### config.mk
export PLATFORM = sky130hd
export DESIGN_NAME = fsic_io_serdes_tx_flat
export DESIGN_NICKNAME = d
export VERILOG_FILES = /design/src/rtl/fsic_io_serdes_pkg.sv /design/src/rtl/fsic_io_serdes_tx_if.sv /design/src/rtl/fsic_io_serdes_tx_shifter.sv /design/src/rtl/fsic_io_serdes_tx.sv /design/src/flat_wrapper.sv
export SDC_FILE = /design/constraint.sdc
export NUM_CORES = 1
export LEC_CHECK = 0
export CORE_ASPECT_RATIO = 1.25
export CORE_MARGIN = 2
export CORE_UTILIZATION = 50
export DETAILED_ROUTE_END_ITERATION = 8
export HOLD_SLACK_MARGIN = 0.08
export MAX_ROUTING_LAYER = met4
export PLACE_DENSITY = 0.82
export SYNTH_ARGS = -nofsm -noshare
export SYNTH_HDL_FRONTEND = slang
export SYNTH_SLANG_ARGS = --single-unit
### constraint.sdc
create_clock -name ioclk -period 4.5 [get_ports ioclk]
set_input_delay 0.45 -clock ioclk [delete_from_list [all_inputs] [get_ports ioclk]]
set_output_delay 0.45 -clock ioclk [all_outputs]
set_load 0.02 [all_outputs]
### src/rtl/fsic_io_serdes_pkg.sv
// Constants shared by the FSIC IO serdes transmit and receive halves.
// Holds the default clock ratio, phase-counter sizing and serial bit order.
package fsic_io_serdes_pkg;

    localparam int SERDES_CLK_RATIO = 4;
    localparam bit SERDES_LSB_FIRST = 1'b1;

    // Phase counter needs at least one bit even for the smallest legal ratio.
    function automatic int phase_width(input int ratio);
        return (ratio > 2) ? $clog2(ratio) : 1;
    endfunction

    localparam int SERDES_PHASE_W = phase_width(SERDES_CLK_RATIO);

    typedef enum logic {
        TX_IDLE = 1'b0,
        TX_RUN  = 1'b1
    } tx_state_e;

endpackage

### src/rtl/fsic_io_serdes_tx_if.sv
// Core-side and pad-side signals of the serdes transmitter.
// Handshake: txdata_in_valid qualifies txdata_in for one whole core period; there is no
// backpressure, the transmitter always accepts. txclk_en high marks serial_data_out as a live bit.
interface fsic_io_serdes_tx_if #(
    parameter int pCLK_RATIO  = 4,
    parameter int pWORD_CNT_W = 16
) ();
    logic                   txen;
    logic [pCLK_RATIO-1:0]  txdata_in;
    logic                   txdata_in_valid;
    logic                   serial_data_out;
    logic                   txclk_en;
    logic                   tx_load;
    logic                   tx_active;
    logic [pWORD_CNT_W-1:0] tx_word_cnt;

    modport slave (
        input  txen, txdata_in, txdata_in_valid,
        output serial_data_out, txclk_en, tx_load, tx_active, tx_word_cnt
    );

    modport master (
        output txen, txdata_in, txdata_in_valid,
        input  serial_data_out, txclk_en, tx_load, tx_active, tx_word_cnt
    );
endinterface

### src/rtl/fsic_io_serdes_tx_shifter.sv
// Shift register, phase counter and load decision for the serdes transmitter.
// next_bit is the value the top registers onto the pad at the coming edge.
module fsic_io_serdes_tx_shifter
    import fsic_io_serdes_pkg::*;
#(
    parameter int pCLK_RATIO = SERDES_CLK_RATIO
) (
    input  logic                  ioclk,
    input  logic                  rst_n,
    input  logic                  txen,
    input  logic                  tx_start,
    input  logic [pCLK_RATIO-1:0] txdata_in,
    input  logic                  txdata_in_valid,
    output logic                  load_now,
    output logic                  next_bit
);
    localparam int PW = phase_width(pCLK_RATIO);
    localparam logic [PW-1:0] LAST_PHASE = PW'(pCLK_RATIO - 1);

    logic [pCLK_RATIO-1:0] shreg_q;
    logic [pCLK_RATIO-1:0] word_eff;
    logic [PW-1:0]         phase_q;

    // A running link with no valid word still ships zeros to keep the far end in phase.
    always_comb begin
        word_eff = txdata_in_valid ? txdata_in : '0;
        load_now = txen && (tx_start ? (phase_q == LAST_PHASE) : txdata_in_valid);
        next_bit = 1'b0;
        if (load_now)
            next_bit = word_eff[0];
        else if (txen && tx_start)
            next_bit = shreg_q[0];
    end

    always_ff @(posedge ioclk or negedge rst_n) begin
        if (!rst_n) begin
            shreg_q <= '0;
            phase_q <= LAST_PHASE;
        end else if (!txen) begin
            shreg_q <= '0;
            phase_q <= LAST_PHASE;
        end else if (load_now) begin
            shreg_q <= word_eff >> 1;
            phase_q <= '0;
        end else if (tx_start) begin
            shreg_q <= shreg_q >> 1;
            phase_q <= phase_q + PW'(1);
        end
    end

endmodule

### src/rtl/fsic_io_serdes_tx.sv
// FSIC IO serdes transmitter: serializes one parallel word per core period LSB first
// and produces the enable for the forwarded pad clock.
module fsic_io_serdes_tx
    import fsic_io_serdes_pkg::*;
#(
    parameter int pCLK_RATIO  = SERDES_CLK_RATIO,
    parameter int pWORD_CNT_W = 16
) (
    input  logic                ioclk,
    input  logic                axis_rst_n,
    fsic_io_serdes_tx_if.slave  bus
);
    tx_state_e              state_q, state_d;
    logic                   tx_start, tx_start_next;
    logic                   load_now, next_bit;
    logic                   serial_q, txclk_en_q, tx_load_q;
    logic [pWORD_CNT_W-1:0] word_cnt_q;

    always_comb begin
        state_d = state_q;
        if (!bus.txen)
            state_d = TX_IDLE;
        else if (state_q == TX_IDLE && bus.txdata_in_valid)
            state_d = TX_RUN;
        tx_start      = (state_q == TX_RUN);
        tx_start_next = (state_d == TX_RUN);
    end

    fsic_io_serdes_tx_shifter #(.pCLK_RATIO(pCLK_RATIO)) u_shifter (
        .ioclk           (ioclk),
        .rst_n           (axis_rst_n),
        .txen            (bus.txen),
        .tx_start        (tx_start),
        .txdata_in       (bus.txdata_in),
        .txdata_in_valid (bus.txdata_in_valid),
        .load_now        (load_now),
        .next_bit        (next_bit)
    );

    // txclk_en follows the next state so the far end gets an edge for bit0 of the first word.
    always_ff @(posedge ioclk or negedge axis_rst_n) begin
        if (!axis_rst_n) begin
            state_q    <= TX_IDLE;
            serial_q   <= 1'b0;
            txclk_en_q <= 1'b0;
            tx_load_q  <= 1'b0;
            word_cnt_q <= '0;
        end else begin
            state_q    <= state_d;
            serial_q   <= bus.txen && next_bit;
            txclk_en_q <= tx_start_next;
            tx_load_q  <= load_now;
            if (load_now && bus.txdata_in_valid)
                word_cnt_q <= word_cnt_q + pWORD_CNT_W'(1);
        end
    end

    assign bus.serial_data_out = serial_q;
    assign bus.txclk_en        = txclk_en_q;
    assign bus.tx_load         = tx_load_q;
    assign bus.tx_active       = tx_start;
    assign bus.tx_word_cnt     = word_cnt_q;

endmodule
### src/flat_wrapper.sv
// flat-port wrapper written by rule: the top's interface ports become plain ports
module fsic_io_serdes_tx_flat import fsic_io_serdes_pkg::*;
#(
    parameter int pCLK_RATIO  = SERDES_CLK_RATIO,
    parameter int pWORD_CNT_W = 16
)
  (ioclk, axis_rst_n, bus_txen, bus_txdata_in, bus_txdata_in_valid, bus_serial_data_out, bus_txclk_en, bus_tx_load, bus_tx_active, bus_tx_word_cnt);
  fsic_io_serdes_tx_if #(.pCLK_RATIO(pCLK_RATIO), .pWORD_CNT_W(pWORD_CNT_W)) bus_i ();
  input  logic ioclk;
  input  logic axis_rst_n;
  input wire logic [$bits(bus_i.txen)-1:0] bus_txen;
  input wire logic [$bits(bus_i.txdata_in)-1:0] bus_txdata_in;
  input wire logic [$bits(bus_i.txdata_in_valid)-1:0] bus_txdata_in_valid;
  output wire logic [$bits(bus_i.serial_data_out)-1:0] bus_serial_data_out;
  output wire logic [$bits(bus_i.txclk_en)-1:0] bus_txclk_en;
  output wire logic [$bits(bus_i.tx_load)-1:0] bus_tx_load;
  output wire logic [$bits(bus_i.tx_active)-1:0] bus_tx_active;
  output wire logic [$bits(bus_i.tx_word_cnt)-1:0] bus_tx_word_cnt;
  assign bus_i.txen = bus_txen;
  assign bus_i.txdata_in = bus_txdata_in;
  assign bus_i.txdata_in_valid = bus_txdata_in_valid;
  assign bus_serial_data_out = bus_i.serial_data_out;
  assign bus_txclk_en = bus_i.txclk_en;
  assign bus_tx_load = bus_i.tx_load;
  assign bus_tx_active = bus_i.tx_active;
  assign bus_tx_word_cnt = bus_i.tx_word_cnt;
  fsic_io_serdes_tx #(.pCLK_RATIO(pCLK_RATIO), .pWORD_CNT_W(pWORD_CNT_W)) u_core (.ioclk(ioclk), .axis_rst_n(axis_rst_n), .bus(bus_i));
endmodule
==> results of run 1 <==
## routing by layer
metal,wire length (um),track usage (%)
met3,81,1.96
met4,9,5.04
met2,948,29.4
met1,814,21.2
met5,0,-
## cell usage in the layout, fill, tap and decap left out
master	Yosys	routed
a21boi_0	1	1
and4_1	2	2
nor3b_1	1	1
nand3_1	7	7
a22oi_1	1	1
a32oi_1	1	1
nor3_1	1	1
nor2b_1	5	5
mux2_2	1	1
xnor2_1	12	12
nand4_1	4	4
clkbuf_1	0	1
xor2_1	3	3
nor2_1	2	2
dfrtp_1	22	22
a222oi_1	2	2
ha_1	2	2
nand2_1	9	9
o211ai_1	1	1
clkdlybuf4s50_1	0	27
nand2b_1	1	1
nor4b_2	1	1
and2_1	2	2
inv_1	1	1
dfstp_2	2	2
clkbuf_4	0	3
nor4_4	1	1
## power groups by stage
stage	logic (uW)	registers (uW)	clock network, uW
final	159	284	90.3
after global routing	173	289	104
after detailed placement	160	288	0
after CTS	162	284	95.6
after floorplan	51.6	316	0
after global placement	156	285	0
## layout make-up
| cell class | count | share of cell area, % |
|---|---|---|
| flip-flops and latches | 24 | 44.2 |
| multi-input cells | 60 | 32.0 |
| repair buffers | 27 | 19.8 |
| clock buffers | 4 | 1.92 |
| well taps | 20 | 1.83 |
| inverters | 1 | 0.275 |
## worst max-delay path by stage
stage / endpoint / slack [ns]
after floorplan: u_core.bus.tx_word_cnt[10]$_DFFE_PN0P_ / 2.86
after global placement: u_core.bus.tx_word_cnt[10]$_DFFE_PN0P_ / 2.45
after detailed placement: u_core.bus.tx_word_cnt[10]$_DFFE_PN0P_ / 2.39
after CTS: bus_tx_word_cnt[3] / 2.63
after global routing: u_core.bus.tx_word_cnt[12]$_DFFE_PN0P_ / 2.58
final: bus_tx_word_cnt[3] / 2.64
## synth_stat cells
cell      instances
dfrtp_1          22
xnor2_1          12
nand2_1           9
nand3_1           7
nor2b_1           5
nand4_1           4
xor2_1            3
a222oi_1          2
and2_1            2
and4_1            2
dfstp_2           2
ha_1              2
nor2_1            2
a21boi_0          1
a22oi_1           1
a32oi_1           1
buf_4             1
buf_6             1
inv_1             1
mux2_2            1
nand2b_1          1
nor3_1            1
nor3b_1           1
nor4_4            1
nor4b_2           1
o211ai_1          1
## cell families after synthesis
group,count (synthesis)
AO/OA/AOI/OAI,6
XOR/XNOR,15
adder cells (fa/ha/maj),2
buffers and inverters,3
flip-flops,24
multiplexers,1
AND/OR/NAND/NOR,36
## registers in the layout, indices dropped and copies added, names as in the netlist
signal and count:
u_core.bus.serial_data_out 1, u_core.bus.tx_active 1, u_core.bus.tx_load 1, u_core.bus.tx_word_cnt 16, u_core.u_shifter.phase_q 2, u_core.u_shifter.shreg_q 3
## through the flow
stage / std cells / power (uW) / setup slack [ns] / hold WS, ns
after floorplan: 87 / 367 / 2.86 / 0.154
after global placement: 132 / 441 / 2.45 / 0.463
after detailed placement: 132 / 448 / 2.39 / 0.470
after CTS: 136 / 541 / 2.63 / 0.492
after global routing: 136 / 567 / 2.58 / 0.521
final: 136 / 534 / 2.64 / 0.485
==> results.md, run 1 <==
- Clock power share: about 17%
- Die height: ~56 um
- CP startpoint kind: flop
- Net Count, Synth: between 90 and 100
- Adder-Cell Fraction of Synth Area: 2.36%
- Pin count of the biggest net entering global routing: 25
- P_sw: approximately 170 uW
- Max cap viols: 0
- Final Cell Area: 0.00137 mm^2
- Hold path startpoint: u_core.bus.tx_word_cnt[15]$_DFFE_PN0P_
- Placed cell area: about 0.0013 mm^2
- Tcrit/Tclk final: between 40% and 50%
- CTS sink cnt: 24
- Syn Std Cell Area: roughly 0.0011 mm^2
- Register bit total from synthesis: 24
- Via count: 756
- Critical Path Stages: 1
- Worst setup EP type: output pin
- Die area: 0.00251 mm^2
- Area taken by multi-input logic gates: about 440 um^2
- Worst reg2reg path endpoint: u_core.bus.tx_word_cnt[10]$_DFFE_PN0P_
- Post-Synth Simple-Gate Area: around a fifth
- Area share of the largest cell type after synthesis: a little over 50%
- Setup bufs post-CTS: 0
- Hold Fails Final Rpt: 0
- P&R area growth vs syn: 28.5%
- CP Class: flop to output pin
- FMAX: roughly 540 MHz
- Final Util: between 60 and 70%
- Filler instances: between 150 and 200
- Die X: between 40 and 50 um
- DR WL/cell: 13.6 um
- CP Max Fanout: 6
- Synth Area in Compound Gates: under 10%
- Clk_lat worst skew: approximately 0.30 ns
- Root Driver: clkbuf_4
- Synth Area in XOR/XNOR: 12.4%
- Crit path max-delay family: buffers and inverters
- Leakage: ~0.00056 uW
- # DRC: 0
- CTS Hold Buffers Added: 0
- Pint: approximately 360 uW
- Sw frac: 32.2%
- Slowest CP cell: clkdlybuf4s50_1
- Status: complete, no violations
- Hold Path Stages: 1
- Sequential-to-total area share from yosys stat: ~57%
- Synth cell types: 26
- Initial core utilization: about 54%
- Area contributors post-synth: dfrtp_1 52%, xnor2_1 9.9%, dfstp_2 4.9%
- Num CTS Buffers: 3
- TritonCTS clock tree: built
- Slew at the pin closest to its max-slew limit: 1.03 ns
- First-pass GRT wire length: between 3 and 4 mm
- ANT nets after route: 0
- PD cells: between 300 and 400 mW/mm^2
- Layout cells sized above 1: just under 7%
- Post-route setup TNS: 0 ns
- H-tree levels: 1
- Synthesized instance count: 87
- # rows: 18
- Reg clk slew, reported paths: between 0.1 and 0.15 ns
- Worst r2r path cells: 5
- Hold endpoint: u_core.bus.tx_word_cnt[15]$_DFFE_PN0P_
- # nets final: ~130
- Synth warn: 0
- Gates resized, CTS repair: 0
- Via/cell ratio: 5.56
- Relative slew slack: a little under a third
- Overall routing resource usage: approximately 17%
- Worst-case clock skew: 0.00495 ns
- Crit path launch: u_core.bus.tx_word_cnt[3]$_DFFE_PN0P_
- Worst Hold Class: flop to flop
- Largest family of logic cells by synthesized area: simple AND/OR/NAND/NOR gates
- Total gr overflow: 0
- Reg2reg start: u_core.u_shifter.phase_q[0]$_DFFE_PN1P_
- # diodes: 0
- Worst path bufs/invs: 1
- Final min period: 1.86 ns
- Largest stage delay on the critical path: 0.64 ns
- Core area: between 0.0015 and 0.002 mm^2
- DRT iter0 DRCs: 21
- Synth Area per Inst: between 10 and 15 um^2
- # IOs: 28
- Initial antenna violation count: 0
- Clock buffer depth: 2
- RSZ-0062 raised after global routing: false
- Final setup violation count: 0
- Comb pwr share: between 20 and 30%
- Reg2Reg Setup Slack: ~2.7 ns
- CP Data Required Time: approximately 4.1 ns
- CP arrival: around 1.4 ns
- Crit path cell chain: clkdlybuf4s50_1
- Sequential share of power: ~53%
- Gpl congestion: roughly 0.78
- Peak VDD IR: about 0.00038 V
- Vias in the first global route: approximately 770
- Dpl hpwl: 1.44 mm
- First-pass DRT Iterations: 4
- Port bufs: 27
- WL final: roughly 1.9 mm
- Mux cell area share after synthesis: between 1 and 1.5%
- Synth area leader: dfrtp_1
- Sequential cell area: between 600 and 700 um^2
- Final Max Tran Viols: 0
(Power assumes the default switching activity.)
==> run 2: changes to the inputs <==
CORE_UTILIZATION = 47   (was 50)
PLACE_DENSITY = 0.78   (was 0.82)
clock period = 1.9 ns   (was 4.5 ns; I/O delays follow)
==> run 2 against run 1 <==
Net effect: core utilization decreased by 2.9 points; critical endpoint is now u_core.bus.tx_word_cnt[12]$_DFFE_PN0P_; largest power group unchanged; cell count increased by 10%; final area increased by 4.6%; sequential cell count unchanged.
==> results.md, run 2 (synthesis results as in run 1) <==
- Max FFs per register: 16
- CP Max Fanout: 8
- Overall routing resource usage: between 10% and 20%
- Vias in the first global route: ~810
- Crit path cell chain: ha_1, nor2b_1, nor4b_2, nand3_1, xnor2_1
- Slowest CP cell: dfstp_2
- Reg2Reg Setup Slack: about 0.13 ns
- Worst-case clock skew: between 0.001 and 0.0015 ns
- CTS sink cnt: 24
- # IOs: 28
- # nets final: 130
- Clock buffer depth: 2
- Total gr overflow: 0
- Layout cells sized above 1: between 10% and 20%
- TritonCTS clock tree: built
- Setup bufs post-CTS: 0
- Via/cell ratio: between 5 and 6
- Reg2reg start: u_core.u_shifter.phase_q[0]$_DFFE_PN1P_
- RSZ-0062 raised after global routing: true
- Dpl hpwl: 1.54 mm
- Final non-filler cell total: 150
- PD cells: roughly 1000 mW/mm^2
- Reg clk slew, reported paths: ~0.13 ns
- Comb pwr share: around 27%
- Final Max Tran Viols: 0
- Leakage: a little under 0.0006 uW
- Hold Fails Final Rpt: 0
- Commonest non-fill, non-tap cells in the layout: 27 x clkdlybuf4s50_1, 22 x dfrtp_1, 12 x xnor2_1
- Via count: 780
- Worst reg2reg path endpoint: u_core.bus.tx_word_cnt[12]$_DFFE_PN0P_
- Pint: between 900 and 1000 uW
- Clk_lat worst skew: 0.31 ns
- Initial antenna violation count: 0
- DR WL/cell: ~13 um
- Sequential share of power: between 40% and 50%
- Final setup violation count: 0
- Num CTS Buffers: 3
- CTS Hold Buffers Added: 0
- DRT iter0 DRCs: 13
- CP startpoint kind: flop
- Initial core utilization: around 49%
- Pin count of the biggest net entering global routing: 15
- CP Data Required Time: about 2.1 ns
- First-pass DRT Iterations: 4
- Max cap viols: 0
- Core area: ~0.0022 mm^2
- P&R area growth vs syn: 34.4%
- Gates resized, CTS repair: 0
- Dpl ws: a little over 0.1 ns
- Final Cell Area: about 0.0014 mm^2
- Power, Total: between 1000 and 1500 uW
- Clock power share: approximately 26%
- CP Class: flop to flop
- Filler instances: roughly 160
- Worst r2r path cells: 5
- ANT nets after route: 0
- Slew at the pin closest to its max-slew limit: 0.637 ns
- Port bufs: 27
- Worst path bufs/invs: 0
- # diodes: 0
- H-tree levels: 1
- Largest stage delay on the critical path: roughly 0.57 ns
- CP arrival: 1.98 ns
- Root Driver: clkbuf_4
- First-pass GRT wire length: between 3 and 4 mm
- # DRC: 0
- Die X: 46.5 um
- Worst setup margin: between 0.1 and 0.15 ns
- Sw frac: between 20% and 30%
- Gpl congestion: ~0.8
- FMAX: between 500 and 600 MHz
- Crit path max-delay family: simple AND/OR/NAND/NOR gates
- Relative slew slack: 57.4%
- WHS: 0.184 ns
- WL final: 1.94 mm
- Worst Hold Class: input pin to asynchronous set/reset pin
- Final min period: 1.77 ns
- Tcrit/Tclk final: 93.1%
- P_sw: 420 uW
- Die area: ~0.0027 mm^2
- # rows: 19
- Placed cell area: 0.00138 mm^2
- Worst setup EP type: flop
- Status: complete, no violations
- Die height: 57.2 um
- Most common cell after layout, fill and taps aside: clkdlybuf4s50_1
- Placed Cells: 146
- Peak VDD IR: 0.000771 V
run 2: cell count changes in the layout (fill, tap and decap cells not counted), sizes merged:
cell | previous run | this run
buf | 0 | 3
bufinv | 0 | 1
clkbuf | 4 | 3
run 2: how the worst max path moves through the flow:
| stage | from | end | slack (ns) | cells past startpoint |
|---|---|---|---|---|
| after floorplan | u_core.u_shifter.phase_q[0]$_DFFE_PN1P_ | u_core.bus.tx_word_cnt[10]$_DFFE_PN0P_ | 0.26 | 6 |
| after detailed placement | bus_txen | u_core.bus.tx_word_cnt[12]$_DFFE_PN0P_ | 0.10 | 5 |
| after global routing | u_core.u_shifter.phase_q[0]$_DFFE_PN1P_ | u_core.bus.tx_word_cnt[12]$_DFFE_PN0P_ | -0.007 | 5 |
| after CTS | u_core.u_shifter.phase_q[0]$_DFFE_PN1P_ | u_core.bus.tx_word_cnt[12]$_DFFE_PN0P_ | 0.11 | 5 |
| final | u_core.u_shifter.phase_q[0]$_DFFE_PN1P_ | u_core.bus.tx_word_cnt[12]$_DFFE_PN0P_ | 0.13 | 5 |
| after global placement | bus_txen | u_core.bus.tx_word_cnt[12]$_DFFE_PN0P_ | 0.14 | 5 |
run 2: power by group through the flow:
stage	clock, uW	combinational [uW]	sequential, uW
after floorplan	0	122	748
after global placement	0	374	675
after detailed placement	0	384	681
after CTS	377	388	672
after global routing	406	411	687
final	361	380	671
run 2: area by class of cell:
class                   instances  area (um^2)  area share (%)
inverters                       1         3.75           0.263
clock inverters                 1         30.0            2.10
multi-input cells              60          437            30.6
clock buffers                   3         22.5            1.58
flip-flops and latches         24          603            42.2
well taps                      31         38.8            2.72
repair buffers                 30          293            20.5
run 2: through the flow:
stage | util, % | TNS [ns]
after CTS | 66.0 | 0
after floorplan | - | 0
after detailed placement | 63.6 | 0
after global routing | 66.0 | -0.00696
after global placement | 63.6 | 0
final | 66.0 | 0
run 2: per-layer routing:
metal / global-route usage [%] / vias to the layer above / wire (um)
li1: - / 368 / -
met1: 23.7 / 379 / 842
met2: 27.6 / 26 / 946
met3: 2.22 / 7 / 93
met4: 9.39 / 0 / 55
met5: - / - / 0
==> run 3: changes to the inputs <==
TNS_END_PERCENT = 50   (was not set)
==> results of run 3 <==
Final layout, timing and power as in run 2 (identical DEF).
